===== src/rtl/mux_pkg.sv =====
// Shared definitions for the pipelined input selector.
//   state_e       : controller states (IDLE = direct selects, SCAN = full sweep)
//   sel_w_for     : minimum select width able to address n inputs
//   params_legal  : parameter legality check used at elaboration time
package mux_pkg;

    typedef enum logic {
        IDLE = 1'b0,
        SCAN = 1'b1
    } state_e;

    function automatic int unsigned sel_w_for(input int unsigned n);
        return (n <= 2) ? 1 : $clog2(n);
    endfunction

    function automatic bit params_legal(input int unsigned n, input int unsigned dw,
                                        input int unsigned sw);
        return (n >= 2) && (n <= 256) && (dw >= 1) && (sw >= sel_w_for(n)) && (sw <= 16);
    endfunction

endpackage


===== src/rtl/mux_sel_core.sv =====
// Combinational NUM_INPUTS:1 selector.
//   inp_flat : packed inputs, input i at [i*DATA_W +: DATA_W]
//   idx      : index to select
//   data     : selected input, or 0 when idx is out of range
//   err      : idx >= NUM_INPUTS
module mux_sel_core #(
    parameter int unsigned NUM_INPUTS = 31,
    parameter int unsigned DATA_W     = 2,
    parameter int unsigned SEL_W      = 5
) (
    input  logic [NUM_INPUTS*DATA_W-1:0] inp_flat,
    input  logic [SEL_W-1:0]             idx,
    output logic [DATA_W-1:0]            data,
    output logic                         err
);

    // Defaults cover every index that matches no input, so no latch is possible.
    always_comb begin
        data = '0;
        err  = 1'b1;
        for (int i = 0; i < NUM_INPUTS; i++) begin
            if (idx == SEL_W'(i)) begin
                data = inp_flat[i*DATA_W +: DATA_W];
                err  = 1'b0;
            end
        end
    end

endmodule


===== src/rtl/mux_sel_pipe.sv =====
// Registered input selector with valid/ready output and a full-sweep scan mode.
//   clk, rst    : clock, asynchronous active-high reset
//   inp_flat    : packed inputs, input i at [i*DATA_W +: DATA_W]
//   sel_valid/sel/sel_ready : direct select request handshake
//   scan_start  : request a sweep of inputs 0..NUM_INPUTS-1
//   out/out_valid/out_ready : registered result handshake
//   out_idx     : index that produced out
//   sel_err     : result came from an out-of-range select
//   scan_busy   : sweep in progress
//   scan_last   : result is the final sweep element
module mux_sel_pipe
    import mux_pkg::*;
#(
    parameter int unsigned NUM_INPUTS = 31,
    parameter int unsigned DATA_W     = 2,
    parameter int unsigned SEL_W      = 5
) (
    input  logic                         clk,
    input  logic                         rst,
    input  logic [NUM_INPUTS*DATA_W-1:0] inp_flat,
    input  logic                         sel_valid,
    input  logic [SEL_W-1:0]             sel,
    output logic                         sel_ready,
    input  logic                         scan_start,
    output logic [DATA_W-1:0]            out,
    output logic                         out_valid,
    input  logic                         out_ready,
    output logic [SEL_W-1:0]             out_idx,
    output logic                         sel_err,
    output logic                         scan_busy,
    output logic                         scan_last
);

    if (!params_legal(NUM_INPUTS, DATA_W, SEL_W)) begin : g_param_check
        $error("mux_sel_pipe: illegal NUM_INPUTS/DATA_W/SEL_W combination");
    end

    state_e               state_q, state_d;
    logic [SEL_W-1:0]     cnt_q, cnt_d;
    logic [DATA_W-1:0]    out_q, out_d;
    logic                 valid_q, valid_d;
    logic [SEL_W-1:0]     idx_q, idx_d;
    logic                 err_q, err_d;
    logic                 last_q, last_d;

    logic                 adv;
    logic                 last_elem;
    logic [SEL_W-1:0]     core_idx;
    logic [DATA_W-1:0]    core_data;
    logic                 core_err;

    // Output register may take a new value when empty or being drained.
    assign adv       = !valid_q || out_ready;
    assign last_elem = (cnt_q == SEL_W'(NUM_INPUTS - 1));
    // One selector serves both paths; the sweep counter wins while scanning.
    assign core_idx  = (state_q == SCAN) ? cnt_q : sel;

    mux_sel_core #(
        .NUM_INPUTS (NUM_INPUTS),
        .DATA_W     (DATA_W),
        .SEL_W      (SEL_W)
    ) u_core (
        .inp_flat (inp_flat),
        .idx      (core_idx),
        .data     (core_data),
        .err      (core_err)
    );

    // State register
    always_ff @(posedge clk or posedge rst) begin
        if (rst) begin
            state_q <= IDLE;
            cnt_q   <= '0;
        end else begin
            state_q <= state_d;
            cnt_q   <= cnt_d;
        end
    end

    // Next-state logic; the counter only moves when an element is loaded.
    always_comb begin
        state_d = state_q;
        cnt_d   = cnt_q;
        unique case (state_q)
            IDLE: begin
                if (scan_start && adv) begin
                    state_d = SCAN;
                    cnt_d   = '0;
                end
            end
            SCAN: begin
                if (adv) begin
                    if (last_elem) begin
                        state_d = IDLE;
                    end else begin
                        cnt_d = cnt_q + 1'b1;
                    end
                end
            end
        endcase
    end

    // Handshake outputs; scan_start in IDLE blocks the concurrent select.
    always_comb begin
        sel_ready = (state_q == IDLE) && adv && !scan_start;
        scan_busy = (state_q == SCAN);
    end

    // Output register next value
    always_comb begin
        out_d   = out_q;
        valid_d = valid_q;
        idx_d   = idx_q;
        err_d   = err_q;
        last_d  = last_q;
        if (adv) begin
            valid_d = 1'b0;
            last_d  = 1'b0;
            if (state_q == SCAN) begin
                out_d   = core_data;
                idx_d   = cnt_q;
                err_d   = 1'b0;
                last_d  = last_elem;
                valid_d = 1'b1;
            end else if (sel_valid && sel_ready) begin
                out_d   = core_data;
                idx_d   = sel;
                err_d   = core_err;
                valid_d = 1'b1;
            end
        end
    end

    always_ff @(posedge clk or posedge rst) begin
        if (rst) begin
            out_q   <= '0;
            valid_q <= 1'b0;
            idx_q   <= '0;
            err_q   <= 1'b0;
            last_q  <= 1'b0;
        end else begin
            out_q   <= out_d;
            valid_q <= valid_d;
            idx_q   <= idx_d;
            err_q   <= err_d;
            last_q  <= last_d;
        end
    end

    assign out       = out_q;
    assign out_valid = valid_q;
    assign out_idx   = idx_q;
    assign sel_err   = err_q;
    assign scan_last = last_q;

endmodule

===== config.mk =====
export PLATFORM = sky130hd
export DESIGN_NAME = mux_sel_pipe
export DESIGN_NICKNAME = d
export VERILOG_FILES = /design/src/rtl/mux_pkg.sv /design/src/rtl/mux_sel_core.sv /design/src/rtl/mux_sel_pipe.sv
export SDC_FILE = /design/constraint.sdc
export NUM_CORES = 1
export LEC_CHECK = 0
export ABC_CLOCK_PERIOD_IN_PS = 3200
export CAP_MARGIN = 15
export CORE_AREA = 3 3 93 95
export CTS_CLUSTER_SIZE = 28
export DETAILED_ROUTE_END_ITERATION = 8
export DIE_AREA = 0 0 96 98
export GPL_TIMING_DRIVEN = 0
export SLEW_MARGIN = 20
export SYNTH_ARGS = -nofsm -noshare
export SYNTH_HDL_FRONTEND = slang
export SYNTH_HIERARCHICAL = 1
export SYNTH_SLANG_ARGS = --single-unit

===== constraint.sdc =====
create_clock -name clk -period 3.2 [get_ports clk]
set_input_delay 0.64 -clock clk [delete_from_list [all_inputs] [get_ports clk]]
set_output_delay 0.64 -clock clk [all_outputs]
set_load 0.02 [all_outputs]

**Word-level counts from Yosys, hierarchy flattened**

Cells that the tools add are included.
Widths: inputs -> output; s select.

- Register bits: 16
- Input port bits: 72

- Eq/ne operators: 34
- Reduce and logical (&&, ||, !) cells: 11
- Muxes and demuxes: 80
- Add/sub/neg operators: 1
- Bitwise gates (word level): 1

Operators with widths:

| cell | number |
|---|---|
| $eq 5x5->1 const B | 16 |
| $mux 2 | 33 |
| $eq 5x4->1 const B | 8 |
| $mux 1 | 39 |
| $mux 5 | 6 |
| $eq 5x3->1 const B | 4 |
| $eq 5x2->1 const B | 2 |
| $pmux 5 s2 | 1 |
| $add 5x1->5 const B | 1 |
| $eq 5x1->1 const B | 1 |
| $logic_not 5->1 | 1 |
| $logic_and 1x1->1 | 4 |
| $ne 2x2->1 const B | 2 |
| $reduce_and 3->1 | 1 |
| $logic_not 1->1 | 2 |
| $ne 2x1->1 const B | 1 |
| $pmux 1 s2 | 1 |
| $reduce_and 2->1 | 1 |
| $reduce_bool 2->1 | 1 |
| $logic_or 1x1->1 | 1 |
| $not 1->1 | 1 |

**Logic depth before layout (Yosys ltp)**

Gate-level depths: netlist of the first run.

- Word-level depth: 35
- Gate-level depth with buffers: 12
- Depth with buffers taken out: 9

**By module**

Netlist of the first run, hierarchy kept.

By module, submodules not included:

| module | area each (µm²) | instances | seq. area each (µm²) | cells an instance |
|---|---|---|---|---|
| mux_sel_core | 1,099.8 | 1 | 0.0 | 155 |
| mux_sel_pipe | 853.3 | 1 | 400.4 | 81 |

**Worst setup path after synthesis of the first run**

No wires, ideal clock.

- Kind: register to register
- Start point: register state_q, in the netlist scan_busy
- End point: register out_q[0], in the netlist out[0]
- Arrival time: 2.444 ns
- Setup time: 0.125 ns
- Buffers on the path: 2
- Stages on the path, launching flop included: 11
- Setup slack: 0.632 ns
- Cells stage by stage: dfrtp_1 > buf_2 > mux2_2 > buf_6 > and2b_4 > a32o_1 > a221oi_2 > o21ai_1 > a222oi_1 > a22oi_1 > mux2_2

- Longest elaborated chain between the ends: 35
- Elaborated cells between the ends (all ways): 71
- Those cells by class: eq/ne: 30; mux: 34; bitwise: 1; reduce/logical: 6

Ends and longest elaborated chain:

| item | RTL line | source |
|---|---|---|
| start: declaration | mux_sel_pipe.sv:38 | `state_e state_q, state_d;` |
| start signal: assignment | mux_sel_pipe.sv:75 | `state_q <= state_d;` |
| $mux 5 (*) | mux_sel_pipe.sv:56 | `assign core_idx = (state_q == SCAN) ? cnt_q : sel;` |
| net core_idx[2] | mux_sel_pipe.sv:48 | `logic [SEL_W-1:0] core_idx;` |
| $logic_not 5->1 | mux_sel_core.sv:22 | `if (idx == SEL_W'(i)) begin` |
| $mux 2 (30 in a row) | mux_sel_core.sv:22 |  |
| $mux 2 (*) | mux_sel_core.sv:22 |  |
| net core_data[0] | mux_sel_pipe.sv:49 | `logic [DATA_W-1:0] core_data;` |
| $mux 2 | mux_sel_pipe.sv:125 | `end else if (sel_valid && sel_ready) begin` |
| $mux 2 (*) | mux_sel_pipe.sv:119 | `if (state_q == SCAN) begin` |
| end signal: assignment | mux_sel_pipe.sv:142 | `out_q <= out_d;` |
| end: declaration | mux_sel_pipe.sv:40 | `logic [DATA_W-1:0] out_q, out_d;` |

The timed path passes the listed nets; every way through them passes the cells marked *. The select of a mux whose other input is x is not followed.
A chain may end at the register's enable or synchronous reset.

**Worst setup path in the final report of the first run**

- Start point: input port sel[4]
- End point: register out_q[0], in the netlist out[0]

- Longest elaborated chain between the ends: 35
- Elaborated cells between the ends (all ways): 65
- Those cells by class: eq/ne: 30; mux: 34; reduce/logical: 1

Ends and longest elaborated chain:

| item | RTL line | source |
|---|---|---|
| start: declaration | mux_sel_pipe.sv:22 | `input logic [SEL_W-1:0] sel,` |
| $mux 5 (*) | mux_sel_pipe.sv:56 |  |
| net core_idx[4] | mux_sel_pipe.sv:48 |  |
| $logic_not 5->1 | mux_sel_core.sv:22 |  |
| $mux 2 (30 in a row) | mux_sel_core.sv:22 |  |
| $mux 2 (*) | mux_sel_core.sv:22 |  |
| net core_data[0] | mux_sel_pipe.sv:49 |  |
| $mux 2 | mux_sel_pipe.sv:125 |  |
| $mux 2 (*) | mux_sel_pipe.sv:119 |  |

Marks and branches as above.

==> results of run 1 <==
## flip-flops by register name, indices dropped and copies added, names as in the netlist
signal and cells:
cnt_q 5, scan_last 1, out_valid 1, out 2, sel_err 1, scan_busy 1
out_idx 5
## worst paths after layout
| path | start | end | slack (ns) | depth (start not counted) |
|---|---|---|---|---|
| worst max-delay path | sel[4] | out[0] | 0.27 | 8 |
| worst min-delay path | scan_last | scan_last | 0.49 | 2 |
| worst max register to register | scan_busy | out[0] | 0.43 | 9 |
| worst min register to register | scan_last | scan_last | 0.49 | 2 |
| max in group asynchronous | rst | out_idx[2] | 2.06 | 2 |
| min in group asynchronous | rst | out_valid | 0.76 | 2 |
## cells by family (layout without fill, tap and decap cells)
logic type,after synthesis,after routing,synth area share (%)
compound gates,77,77,27.9
simple gates,87,87,24.7
fa+ha+maj,2,2,1.28
flops,16,16,20.5
mux,24,24,14.2
buf+inv,30,117,11.4
## worst min-delay path, stage by stage, from the launching register on
cell and delay, ns:
dfrtp_1 0.36, nand2_1 0.05, nand2_1 0.05
## final cells by class
type	instances	area, µm²
fill	802	4840
multi-input combinational	190	1330
timing repair buffer	83	831
sequential	16	400
buffer	20	185
tap	102	128
clock buffer	4	55.1
inverter	10	37.5
## layer usage
metal  share of wire [%]  vias to the layer above
met1                  40                     1053
met3                 9.9                       19
li1                    -                     1072
met2                  47                      119
met5                   0                        -
met4                 2.6                        0
## Yosys cell counts, drive strengths merged, types with 8 or more instances
cell type	count
buf	16
dfrtp	16
inv	10
mux2	16
nand2	22
nand2b	8
nand3	10
nor2	13
nor2b	8
o21ai	19
## power by group through the flow
stage / combinational [W] / clock, W / sequential [W]
5_1_grt: 0.00214 / 0.000189 / 0.000368
6_report: 0.00198 / 0.000175 / 0.000356
3_5_place_dp: 0.00198 / 0 / 0.000356
4_1_cts: 0.00198 / 0.000179 / 0.000354
3_3_place_gp: 0.00198 / 0 / 0.000354
2_1_floorplan: 0.00135 / 0 / 0.000397
## metrics by stage
stage | TNS, ns | total power [W]
after floorplan | 0 | 0.00175
after global placement | -0.0181 | 0.00233
after detailed placement | -0.128 | 0.00233
after CTS | 0 | 0.00252
after global routing | 0 | 0.00270
final | 0 | 0.00251
==> impl_metrics.tcl, run 1 <==
set metrics [dict create \
    wl_per_cell_um 17.1 \
    ys_seq_area_share_pct 20.5 \
    crit_path_start_kind "primary input" \
    netlist_area_um2 1950 \
    grtUsageMet3_pct 2.31 \
    fin_nets 398 \
    dieArea_um2 9410 \
    p_sw_share_pct 47.6 \
    cts_sinks 16 \
    diodes 0 \
    dpl_cell_area_um2 2910 \
    synth_edf_count 0 \
    ios 84 \
    synth-main-ff-cell "dfrtp_1" \
    globalplace.congestion 0.937 \
    pwr-share-comb_pct 78.9 \
    antenna_found_initial 0 \
    post_cts_buffers 0 \
    hpwl_um 5720 \
    path_cells "clkdlybuf4s50_1, inv_1, o21ai_0, and2b_2, o221ai_1, a222oi_1, a22oi_1, mux2_2" \
    synthArstFlopShare_pct 100 \
    grt-ovfl-total 0 \
    routed_wl_um 7260 \
    worst_slack_ns 0.269 \
    firstDrtPassIters 5 \
    cp.arrival_ns 3.06 \
    crit_fanout 6 \
    hold_slack_ns 0.491 \
    final.period_utilization_pct 91.6 \
    clkPwrFrac_pct 7.0 \
    synthTopCellsByArea "dfrtp_1 (20%), mux2_2 (8.6%), buf_6 (5.2%)" \
    crit_slowest_cell "o21ai_0" \
    start_util_pct 25.0 \
    htree_levels 1 \
    critPathBufInv 2 \
    final_common_cell "clkdlybuf4s50_1" \
    ir_worst_vdd_mv 0.263 \
    rsz0062_at_grt "false" \
    track_usage_pct 14.9 \
    cts_buffers 3 \
    cp-end-kind "register" \
    dp_cells 421 \
    worst_pin_slew_ns 0.839 \
    fin_area_um2 2970 \
    core_um2 7810 \
    portBuffers 83 \
    grt-busiest-layer "met2" \
    status "finished clean" \
    grt_pass1_vias 2229 \
    min_period_ns 2.93 \
    powerDensity_nw_per_um2 848 \
    syn_area_per_cell_um2 8.28 \
    ant_nets 0 \
    viasPerCell 5.32 \
    grt_first_pass_wirelength_um 11100 \
    clock_latency_ns 0.24 \
    cap_violations 0 \
    holdBufCountCts 0 \
    area_growth_pct 51.9 \
    grt_max_degree 17 \
    crit_path_max_incr_delay_ns 0.65 \
    num_vias 2263 \
    postCtsResizedCells 0 \
    hold_viol 0 \
    hp-class "register to register" \
    drc 0 \
    criticalPathCategory "primary input to register" \
    utilization_pct 38.0 \
    setup_viol 0 \
    yosys.area.top_type "dfrtp_1" \
    critPathTopFamily "compound AO/OA/AOI/OAI gates" \
    die_w_um 96 \
    p_seq_share_pct 14.2 \
    synth_fp_nets 310 \
    ys_warn_count 6 \
    synth_cells 236 \
    fin_skew_ns 0.000638 \
    cts-root-buf "clkbuf_8" \
    power.leakage_nw 1.14 \
    fmax_ghz 0.341 \
    slew_viol_final 0 \
    cp.required_ns 3.33 \
    grtUsageMet1_pct 18.5 \
    power_switching_w 0.00120 \
    synth_cell_types 65 \
    clk_pin_slew_ns 0.06 \
    drtIter0Drc 80 \
    met2_usage_pct 26.0 \
    die_h_um 98 \
    mostFrequentLayoutCells "clkdlybuf4s50_1 (83), nand2_1 (20), dfrtp_1 (16)" \
    cts_tree "built" \
    row_count 32 \
    pre_cts_ws_ns -0.0817 \
    p_int_w 0.00132 \
    ys_ff_latch 16 \
    yosysTopAreaCellShare_pct 20.5 \
    maxSlewHeadroom_pct 43.5 \
    drive_above_1_share_pct 16.7 \
    clockBufferDepth 2 \
    finalNonFillerCells 425 \
]
Power figures use the tool's default switching activity.
==> inputs of run 2 (changes only) <==
--- a/config.mk
+++ b/config.mk
@@ -8,10 +8,12 @@
 export ABC_CLOCK_PERIOD_IN_PS = 3200
 export CAP_MARGIN = 15
 export CORE_AREA = 3 3 93 95
+export CTS_BUF_LIST = sky130_fd_sc_hd__clkbuf_4 sky130_fd_sc_hd__clkbuf_8
 export CTS_CLUSTER_SIZE = 28
 export DETAILED_ROUTE_END_ITERATION = 8
 export DIE_AREA = 0 0 96 98
 export GPL_TIMING_DRIVEN = 0
+export SETUP_SLACK_MARGIN = 0.5
 export SLEW_MARGIN = 20
 export SYNTH_ARGS = -nofsm -noshare
 export SYNTH_HDL_FRONTEND = slang
==> impl_metrics.tcl, run 2 (synthesis results as in run 1) <==
set metrics [dict create \
    status "finished clean" \
    hpwl_um 5720 \
    cts_tree "built" \
    fin_nets 415 \
    maxSlewHeadroom_pct 60.5 \
    wl_per_cell_um 17.1 \
    area_growth_pct 62.1 \
    powerDensity_nw_per_um2 896 \
    firstDrtPassIters 4 \
    fin_skew_ns 0.00226 \
    ios 84 \
    cts_sinks 16 \
    cts_buffers 3 \
    portBuffers 83 \
    criticalPathCategory "primary input to register" \
    globalplace.congestion 0.937 \
    worstReg2RegEnd "out[1]" \
    cp-end-kind "register" \
    drive_above_1_share_pct 23.5 \
    antenna_found_initial 0 \
    die_h_um 98 \
    clock_latency_ns 0.25 \
    setup_viol 0 \
    viasPerCell 5.27 \
    core_um2 7810 \
    hold_slack_ns 0.494 \
    cts-root-buf "clkbuf_8" \
    mostFrequentLayoutCells "clkdlybuf4s50_1 (79), buf_4 (20), nand2_1 (20)" \
    grt-ovfl-total 0 \
    diodes 0 \
    hp-class "register to register" \
    p_total_w 0.00284 \
    finalNonFillerCells 442 \
    startpoint "sel[2]" \
    power.leakage_nw 1.26 \
    clk_pin_slew_ns 0.06 \
    grt_max_degree 17 \
    drc 0 \
    num_vias 2328 \
    pre_cts_ws_ns -0.0817 \
    final_common_cell "clkdlybuf4s50_1" \
    ff2ff_setup_slack_ns 0.61 \
    grt_pass1_vias 2364 \
    grt_first_pass_wirelength_um 11700 \
    cp.required_ns 3.33 \
    ant_nets 0 \
    ir_worst_vdd_mv 0.264 \
    crit_fanout 3 \
    cp.arrival_ns 2.73 \
    hold_viol 0 \
    clockBufferDepth 2 \
    row_count 32 \
    crit_path_start_kind "primary input" \
    cap_violations 0 \
    dieArea_um2 9410 \
    final.period_utilization_pct 81.3 \
    track_usage_pct 15.6 \
    dp_cells 421 \
    slew_viol_final 0 \
    rsz0062_at_grt "true" \
    die_w_um 96 \
    fill_cells 797 \
    htree_levels 1 \
    drtIter0Drc 83 \
    min_period_ns 2.60 \
    worst_slack_ns 0.599 \
    crit_end "out[0]" \
    start_util_pct 25.0 \
    r2r-start "scan_busy" \
    routed_wl_um 7580 \
    worst_pin_slew_ns 0.591 \
    fin_tns_setup_ns 0 \
    worstRegToRegCells 10 \
    fmax_ghz 0.385 \
]
run 2: through the flow:
stage               cell area (µm²)  util, %
finish                         3170     40.5
global route                   3170     40.5
CTS                            3120     40.0
detailed placement             2910     37.3
global placement               2910     37.3
floorplan                      1950        -
run 2: worst min path at each step:
stage	slack [ns]	cells after the start	endpoint	from
after floorplan	0.53	2	cnt_q[4]	cnt_q[4]
after global placement	0.48	2	scan_last	scan_last
after detailed placement	0.48	2	scan_last	scan_last
after CTS	0.50	2	scan_last	scan_last
after global routing	0.51	2	scan_last	scan_last
final	0.49	2	scan_last	scan_last
run 2: layout make-up:
| cell class | instances | area, µm² | area share, % |
|---|---|---|---|
| sequential | 16 | 400 | 12.6 |
| timing repair buffer | 100 | 951 | 30.0 |
| tap | 102 | 128 | 4.03 |
| buffer | 20 | 203 | 6.40 |
| inverter | 10 | 37.5 | 1.19 |
| clock buffer | 4 | 55.1 | 1.74 |
| multi-input combinational | 190 | 1390 | 44.0 |
run 2: repair_timing:
action,4_1_cts,5_1_grt
pin swaps,5,0
hold buffers,0,0
gates cloned,0,1
setup endpoints to repair,3,3
resized for setup,18,11
endpoints found under the hold margin,0,0
buffers inserted,15,1
run 2: worst max-delay path, cell delays in order:
cell and delay (ns):
dlygate4sd2_1 0.24, mux2_4 0.29, buf_6 0.13, and2b_4 0.17
a32o_1 0.21, a221oi_2 0.21, o21ai_1 0.12, a222oi_1 0.29
a22oi_1 0.15, mux2_4 0.28
run 2: where the power goes:
part,total [W],switching [W],internal (W)
registers,0.000356,0.0000735,0.000283
clock network,0.000177,0.0000680,0.000109
logic,0.00230,0.00115,0.00115
total,0.00284,0.00129,0.00154
run 2: layer usage:
metal | share of wire (%) | GRT usage (%) | vias up
met1 | 40 | 18.7 | 1075
li1 | - | - | 1102
met5 | 0 | 0 | -
met3 | 9.5 | 2.62 | 27
met4 | 3.2 | 6.78 | 0
met2 | 47 | 26.9 | 124
==> variant (flow settings as in run 2) <==
`DATA_W` is set to 2 in 2 places; all go to 4.
--- a/src/rtl/mux_sel_core.sv
+++ b/src/rtl/mux_sel_core.sv
@@ -5,7 +5,7 @@
 //   err      : idx >= NUM_INPUTS
 module mux_sel_core #(
     parameter int unsigned NUM_INPUTS = 31,
-    parameter int unsigned DATA_W     = 2,
+    parameter int unsigned DATA_W     = 4,
     parameter int unsigned SEL_W      = 5
 ) (
     input  logic [NUM_INPUTS*DATA_W-1:0] inp_flat,
--- a/src/rtl/mux_sel_pipe.sv
+++ b/src/rtl/mux_sel_pipe.sv
@@ -12,7 +12,7 @@
     import mux_pkg::*;
 #(
     parameter int unsigned NUM_INPUTS = 31,
-    parameter int unsigned DATA_W     = 2,
+    parameter int unsigned DATA_W     = 4,
     parameter int unsigned SEL_W      = 5
 ) (
     input  logic                         clk,
Ports: changed (resized inp_flat and out); port bits go from 84 to 148. No check against the original RTL was run, so the function may have changed too.
==> variant against run 2 <==
Global-route usage is 11 points higher. Critical path depth is 1 higher. Final area is 53% higher. Wire length is 72% higher. Count of clock-buffer cells in the layout stayed put. Critical endpoint is now out[2]. Area after synthesis is 40% higher. Via count is 57% higher. Sequential cell count is 2 higher. Power is 54% higher. Setup slack worse by 350 ps.
==> variant: results (changes against run 2) <==
----------------------------------------------------
[Power and ir drop]
  Logic pwr share ... 86.1% (+4.9 points)
  Peak supply drop ... 0.5468 mV (+110%)
  Combinational power ... 3.76 mW (+63%)
  Internal power ... 2.235 mW (+45%)
  Leakage ... 1.920 nW (+52%)

[Global routing]
  Pin count of the biggest net entering global routing ... 19 (+2)
  Global-route usage over all layers ... 26.71% (+11 points)
  Wire length of the first global-routing pass ... 19.88 mm (+70%)

[Critical path]
  Arr. time, crit path ... 3090 ps (+360 ps)
  Largest fanout on the critical path ... 10 (+7)
  CP Launch Point ... sel[0]

[Place]
  Placed cell areas ... 0.004328 mm^2 (+49%)
  Post-placement setup slack ... -526.2 ps (-444.6 ps)
  Placer Congestion ... 0.9497 (+1.3%)

[Synth]
  Synth unique cells ... 77 (+18%)
  Syn_nets ... 479 (+55%)

[Timing]
  Share of the clock period used by the worst path ... 92.06% (+11 points)

[Outcome]
  Status ... complete, no violations

[Layout]
  Sequential cell area ... 451.7 um^2 (+13%)
  Final Instance Count excl. Fillers ... 622 (+41%)
  Filler Cell Count ... 703 (-12%)
  Total Nets Final ... 657 (+58%)

[Routing]
  Violation count after the first detailed-route iteration ... 286 (+240%)
  First-pass iteration count of the detailed router ... 5 (+1)
  Drt total wl ... 13.00 mm (+72%)

----------------------------------------------------
## variant: logic make-up after synthesis
kind of cell,count (synthesis),synth area share [%]
multiplexers,38,18.39
buffers and inverters,37,7.752
flip-flops,18,16.51
AND/OR/NAND/NOR,115,23.90
adder cells (fa/ha/maj),2,0.9173
AO/OA/AOI/OAI,133,32.52
## variant: final timing paths
| path | end | cells past startpoint |
|---|---|---|
| setup / recovery | out[2] | 11 |
| hold reg to reg | scan_last | 2 |
| max in group asynchronous | scan_busy | 2 |
| setup reg to reg | out[2] | 11 |
| hold / removal | scan_last | 2 |
| min in group asynchronous | cnt_q[2] | 2 |
## variant: cell type report
cell class | count | share of cell area [%]
clock buffer | 4 | 1.135
tap | 102 | 2.632
timing repair buffer | 173 | 34.94
sequential | 18 | 9.316
multi-input combinational | 288 | 46.06
inverter | 7 | 0.5419
buffer | 30 | 5.368
## variant: layer usage
metal | vias to the layer above | global-route usage [%] | wire [um]
met3 | 32 | 4.083 | 1651
met4 | 0 | 6.127 | 329
li1 | 1675 | - | -
met1 | 1699 | 37.19 | 5179
met2 | 256 | 43.07 | 5841
met5 | - | 0 | 0
## variant: critical path, stage by stage
cell and delay, ps:
sky130_fd_sc_hd__dlygate4sd2_1 230, sky130_fd_sc_hd__mux2_4 280, sky130_fd_sc_hd__buf_8 140, sky130_fd_sc_hd__buf_4 180
sky130_fd_sc_hd__buf_6 160, sky130_fd_sc_hd__a31oi_2 160, sky130_fd_sc_hd__a2bb2oi_2 190, sky130_fd_sc_hd__o211ai_1 130
sky130_fd_sc_hd__a222oi_1 500, sky130_fd_sc_hd__o221ai_2 190, sky130_fd_sc_hd__mux2_4 290
## variant: what timing repair did
item	in CTS	in global routing
pin swaps	22	13
setup endpoints to repair	5	4
gates cloned	2	0
setup buffers	23	1
resized for setup	52	16
